===== src/rtl/lzd_normalizer.sv =====
// lzd_normalizer: iterative mantissa normalizer fed by a leading-zero detector.
// An operand (mantissa, exponent, LZ count) is accepted in IDLE. The mantissa is
// shifted left by at most STEP bits per cycle until the LZ count is used up,
// while the exponent drops by the same amount. The shift is capped at the
// exponent, so the exponent never underflows below 0. The result is then held
// in DONE until the downstream side takes it.
//
// Ports:
//   clk, rst_n            clock (rising edge), asynchronous active-low reset
//   in_valid / in_ready   input handshake; in_ready is high only in IDLE
//   in_mant/exp/lz        unnormalized mantissa, its exponent, LZD count
//   out_valid / out_ready output handshake; out_valid is high only in DONE
//   out_mant/exp          normalized mantissa and adjusted exponent
//   out_zero              input mantissa was zero
//   out_denorm            exponent limited the shift (out_exp = 0)
//   out_err               LZ count inconsistent with the mantissa
//   busy                  FSM is not in IDLE
module lzd_normalizer #(
    parameter int unsigned MANT_W = 32,
    parameter int unsigned EXP_W  = 8,
    parameter int unsigned LZ_W   = 6,
    parameter int unsigned STEP   = 4
) (
    input  logic              clk,
    input  logic              rst_n,
    input  logic              in_valid,
    output logic              in_ready,
    input  logic [MANT_W-1:0] in_mant,
    input  logic [EXP_W-1:0]  in_exp,
    input  logic [LZ_W-1:0]   in_lz,
    output logic              out_valid,
    input  logic              out_ready,
    output logic [MANT_W-1:0] out_mant,
    output logic [EXP_W-1:0]  out_exp,
    output logic              out_zero,
    output logic              out_denorm,
    output logic              out_err,
    output logic              busy
);

    // Common width for comparing the LZ count against the exponent.
    localparam int unsigned       CmpW    = (EXP_W > LZ_W) ? EXP_W : LZ_W;
    localparam logic [LZ_W-1:0]   StepAmt = LZ_W'(STEP);
    localparam logic [LZ_W-1:0]   MantWL  = LZ_W'(MANT_W);

    typedef enum logic [1:0] {StIdle, StShift, StDone} state_e;

    state_e              state_q;
    logic [MANT_W-1:0]   mant_q;
    logic [EXP_W-1:0]    exp_q;
    logic [LZ_W-1:0]     lz_q;
    logic [LZ_W-1:0]     rem_q;
    logic                zero_q;
    logic                denorm_q;

    logic [LZ_W-1:0]     step_amt;
    logic [LZ_W-1:0]     rem_d;
    logic [CmpW-1:0]     lz_ext;
    logic [CmpW-1:0]     exp_ext;
    logic [CmpW-1:0]     sh_ext;

    always_comb begin
        step_amt = (rem_q < StepAmt) ? rem_q : StepAmt;
        rem_d    = rem_q - step_amt;
        lz_ext   = CmpW'(in_lz);
        exp_ext  = CmpW'(in_exp);
        // Shift is capped at the exponent; the result then fits both widths.
        sh_ext   = (lz_ext <= exp_ext) ? lz_ext : exp_ext;
    end

    always_ff @(posedge clk or negedge rst_n) begin
        if (!rst_n) begin
            state_q  <= StIdle;
            mant_q   <= '0;
            exp_q    <= '0;
            lz_q     <= '0;
            rem_q    <= '0;
            zero_q   <= 1'b0;
            denorm_q <= 1'b0;
        end else begin
            unique case (state_q)
                StIdle: begin
                    if (in_valid) begin
                        lz_q <= in_lz;
                        // The mantissa itself decides zero; in_lz is not trusted here.
                        if (in_mant == '0) begin
                            mant_q   <= '0;
                            exp_q    <= '0;
                            rem_q    <= '0;
                            zero_q   <= 1'b1;
                            denorm_q <= 1'b0;
                            state_q  <= StDone;
                        end else begin
                            mant_q   <= in_mant;
                            exp_q    <= in_exp - EXP_W'(sh_ext);
                            rem_q    <= LZ_W'(sh_ext);
                            zero_q   <= 1'b0;
                            denorm_q <= (lz_ext > exp_ext);
                            state_q  <= (sh_ext == '0) ? StDone : StShift;
                        end
                    end
                end
                StShift: begin
                    mant_q <= mant_q << step_amt;
                    rem_q  <= rem_d;
                    if (rem_d == '0) begin
                        state_q <= StDone;
                    end
                end
                StDone: begin
                    if (out_ready) begin
                        state_q <= StIdle;
                    end
                end
                default: state_q <= StIdle;
            endcase
        end
    end

    // Gate with rst_n so in_ready stays low while reset is asserted.
    assign in_ready   = (state_q == StIdle) && rst_n;
    assign out_valid  = (state_q == StDone);
    assign busy       = (state_q != StIdle);
    assign out_mant   = mant_q;
    assign out_exp    = exp_q;
    assign out_zero   = zero_q;
    assign out_denorm = denorm_q;
    // Only meaningful once the final mantissa is present.
    assign out_err    = out_valid && !zero_q &&
                        ((!denorm_q && !mant_q[MANT_W-1]) || (lz_q >= MantWL));

endmodule

===== config.mk =====
export PLATFORM = sky130hd
export DESIGN_NAME = lzd_normalizer
export DESIGN_NICKNAME = d
export VERILOG_FILES = /design/src/rtl/lzd_normalizer.sv
export SDC_FILE = /design/constraint.sdc
export NUM_CORES = 1
export LEC_CHECK = 0
export ABC_AREA = 1
export BUFFER_PORTS_ARGS = -buffer_cell sky130_fd_sc_hd__buf_2
export CAP_MARGIN = 10
export CORE_MARGIN = 2
export CORE_UTILIZATION = 40
export DETAILED_ROUTE_END_ITERATION = 8
export SYNTH_ARGS = -nofsm -noshare
export SYNTH_HDL_FRONTEND = slang
export SYNTH_SLANG_ARGS = --single-unit

===== constraint.sdc =====
create_clock -name clk -period 3.7 [get_ports clk]
set_input_delay 0.37 -clock clk [delete_from_list [all_inputs] [get_ports clk]]
set_output_delay 0.37 -clock clk [all_outputs]
set_load 0.03 [all_outputs]

==> metrics.md <==
| Metric | Value |
|---|---|
| Post-route ant nets | 0 |
| Post-synthesis simple-gate area fraction | 0.243 |
| Fillers | 1055 |
| Crit path max fanout | 7 |
| Syn Inst Count | 562 |
| Setup violators final | 0 |
| Worst R2R Setup Slack | around 1300 ps |
| Final hold viol count | 0 |
| Slew headroom | 0.473 |
| CTS tree | built |
| Max Freq | 0.365 GHz |
| Total wire length | 11.2 mm |
| Worst Setup Path Type | in -> reg |
| CTS sink count | 51 |
| Cell taking the most area after synthesis | dfrtp_1 |
| Post-route DRC violation count | 0 |
| WHS Path Cells | 3 |
| Layout net count | 708 |
| Synth area leaders | dfrtp_1 (33%), nand2_1 (15%), o21ai_0 (7.9%) |
| CP required | 3890 ps |
| First-pass GRT wire length | roughly 18 mm |
| Tcrit/Tclk final | 0.740 |
| Kind of start point of the critical path | input pin |
| Core Area | 9640 um^2 |
| I/O pin total | 96 |
| Top routing layer in use | met4 |
| Synth Area in Adders | 0.0499 |
| Fraction of layout cells with a size suffix above 1 | 0.199 |
| DR vias/cell | 5.34 |
| Avg WL per Cell | 14.4 um |
| Mux cell area share after synthesis | 0 |
| Status | completed |
| Root Driver | clkbuf_8 |
| Most common cell after layout, fill and taps aside | nand2_1 |
| GP Congestion | between 0.9 and 1 |
| Compound-gate portion of the synthesized area | 0.260 |
| Initial antenna violation count | 1 |
| Met2 WL | ~5.3 mm |
| Static leakage power | 2.21 nW |
| Crit-path most repeated cell | nand2_1 |
| Max Root-Sink Buffers | 2 |
| Clock Latency Late Sink | 300 ps |
| Area share of the largest cell type after synthesis | 0.326 |
| Largest family of logic cells by synthesized area | compound AO/OA/AOI/OAI gates |
| Final TNS setup | 0 ps |
| Syn_area_per_cell | 6.96 um^2 |
| Die H | 103 um |
| Total GRT Usage | 0.214 |
| GR Overflow Total | 0 |
| Largest net degree at the start of global routing | between 40 and 50 |
| Critical path arrival | 2920 ps |
| H-Tree Depth | 2 |
| Reg-to-reg startpoint | state_q[1] |
| Top_reg_cell synth | dfrtp_1 |
| Antenna fix cells | 0 |
| Setup WS post-layout | 963 ps |
| Starting Density | 0.406 |
| Reg2reg path depth | 8 |
| Post-CTS setup buffers | 0 |
| Max VDD drop | 0.000712 V |
| Die X | 103 um |
| Syn_nets | 627 |
| Max cap viols | 0 |
| Commonest non-fill, non-tap cells in the layout | nand2_1 (158), buf_2 (95), inv_1 (70) |
| Number of synthesized flops with an enable pin | 0 |
| WL met1 | about 4.9 mm |
| DP HPWL | approximately 8.4 mm |
| Vias | 4146 |
| Initial DRC count | approximately 180 |
| Clock Skew | 6.37 ps |
| Setup slack at placement | 636 ps |
| Tot Pwr | roughly 4 mW |
| CP max-delay cell | ha_1 |
| Xor/xnor share of the synthesized area | 0.00895 |
| Async S/R FF share, synth | 1.00 |
| Crit. End Element | flop |
| Worst slew pin tran | 786 ps |
| Count of cell types in the netlist | 38 |
| Total CTS buffers | 5 |
| Worst-path clk slew | 90 ps |
| Synth Register Bits | 51 |
| Hold/Removal Path Class | in -> reg |
| Unrepaired setup endpoints after global routing | false |
| Met3 WL | slightly above 700 um |
| Mapped Area | 3910 um^2 |
| Port Buffer Count | 95 |
| Syn-to-layout area delta | 16.6% |
| Cell Rows | 36 |
| Fin crit period | 2740 ps |
| Final Max Slew Viols | 0 |
| Vias in the first global route | slightly below 4k |
| Cell Chain, Critical Path | buf_2 > inv_1 > ha_1 > nand2_1 > nand2_1 > nand2_1 > nand2_1 > nand2_1 > nand2_2 > nand2_2 > nand2_1 > nand2_1 > inv_1 > ha_1 > nand2_1 > o21ai_1 > a21oi_1 > o21ai_0 > nand2_1 > a21oi_1 > o21ai_0 |
| Hold Slack | 342 ps |
| Slowest stage delay, CP | approximately 340 ps |
| PwrDens | between 800 and 900 nW/um^2 |
| YS warnings | 0 |
| WHS Endpoint | lz_q[5] |
| Min-delay src | in_lz[5] |
| Die area | 10600 um^2 |
| Reg-to-reg endpoint | out_mant[29] |
| Sequential share of the synthesized area | 0.326 |
| DRT Pass-1 Iters | 5 |
[layout make-up]
cell class	instances	area [um^2]	share of cell area
clock buffers	6	72.6	0.0159
well taps	133	166	0.0365
repair buffers	102	531	0.116
multi-input cells	407	2200	0.483
inverters	76	285	0.0625
clock inverters	1	30.0	0.00658
flip-flops and latches	51	1280	0.280
[cell families after synthesis]
logic type,count (synthesis)
compound gates,159
xor+xnor,4
fa+ha+maj,15
buf+inv,104
flops,51
other cells,1
simple gates,228
[metal layers]
layer  vias up  global-route usage
li1       2060                   -
met2       127               0.363
met4         0              0.0607
met5         -                   0
met1      1940               0.284
met3        19              0.0312
[report_power, final]
| part | total (mW) | leakage [nW] | internal [mW] | switching [mW] |
|---|---|---|---|---|
| clock | 0.383 | 0.0513 | 0.199 | 0.184 |
| sequential | 1.15 | 0.607 | 0.853 | 0.294 |
| combinational | 2.53 | 1.55 | 0.790 | 1.74 |
| total | 4.06 | 2.21 | 1.84 | 2.22 |
[through the flow]
stage / util / cells / instance area (um^2)
finish: 0.473 / 776 / 4560
global route: 0.473 / 776 / 4560
CTS: 0.473 / 776 / 4560
detailed placement: 0.462 / 768 / 4450
global placement: 0.462 / 768 / 4450
floorplan: - / 562 / 3910
[repair_timing]
| item | CTS | global route |
|---|---|---|
| hold buffers | 1 | 0 |
| gates resized for setup | 0 | 0 |
| hold endpoints to repair | 14 | 0 |
[state kept, by name, summed over array words and instances (netlist names)]
signal      cells
rem_q           6
out_zero        1
out_denorm      1
out_mant       32
lz_q            1
out_exp         8
state_q         2
[cells in the mapped netlist (3+ instances only)]
master,number
a21oi_1,11
inv_2,5
nand2_1,158
nor2_4,3
nor2_2,6
o2111ai_1,27
o21ai_0,62
clkbuf_1,10
nand2_2,3
a22oi_1,30
inv_1,70
nand3_1,18
o21ai_1,14
ha_1,14
buf_6,4
dfrtp_1,51
buf_2,12
nand4_1,3
nor2_1,34
[worst max-delay path: cells and delay by family]
family / cells / cell delay, ps
AND/OR/NAND/NOR: 11 / 920
buffers and inverters: 3 / 250
AO/OA/AOI/OAI: 5 / 720
adder cells (fa/ha/maj): 2 / 650
[worst max path at each step]
stage | to | from
after floorplan | out_exp[6] | in_exp[5]
after global placement | out_exp[6] | in_exp[5]
after detailed placement | out_exp[6] | in_exp[1]
after CTS | out_exp[6] | in_exp[1]
after global routing | out_exp[7] | in_exp[1]
final | out_exp[7] | in_exp[1]
Power figures use the tool's default switching activity.
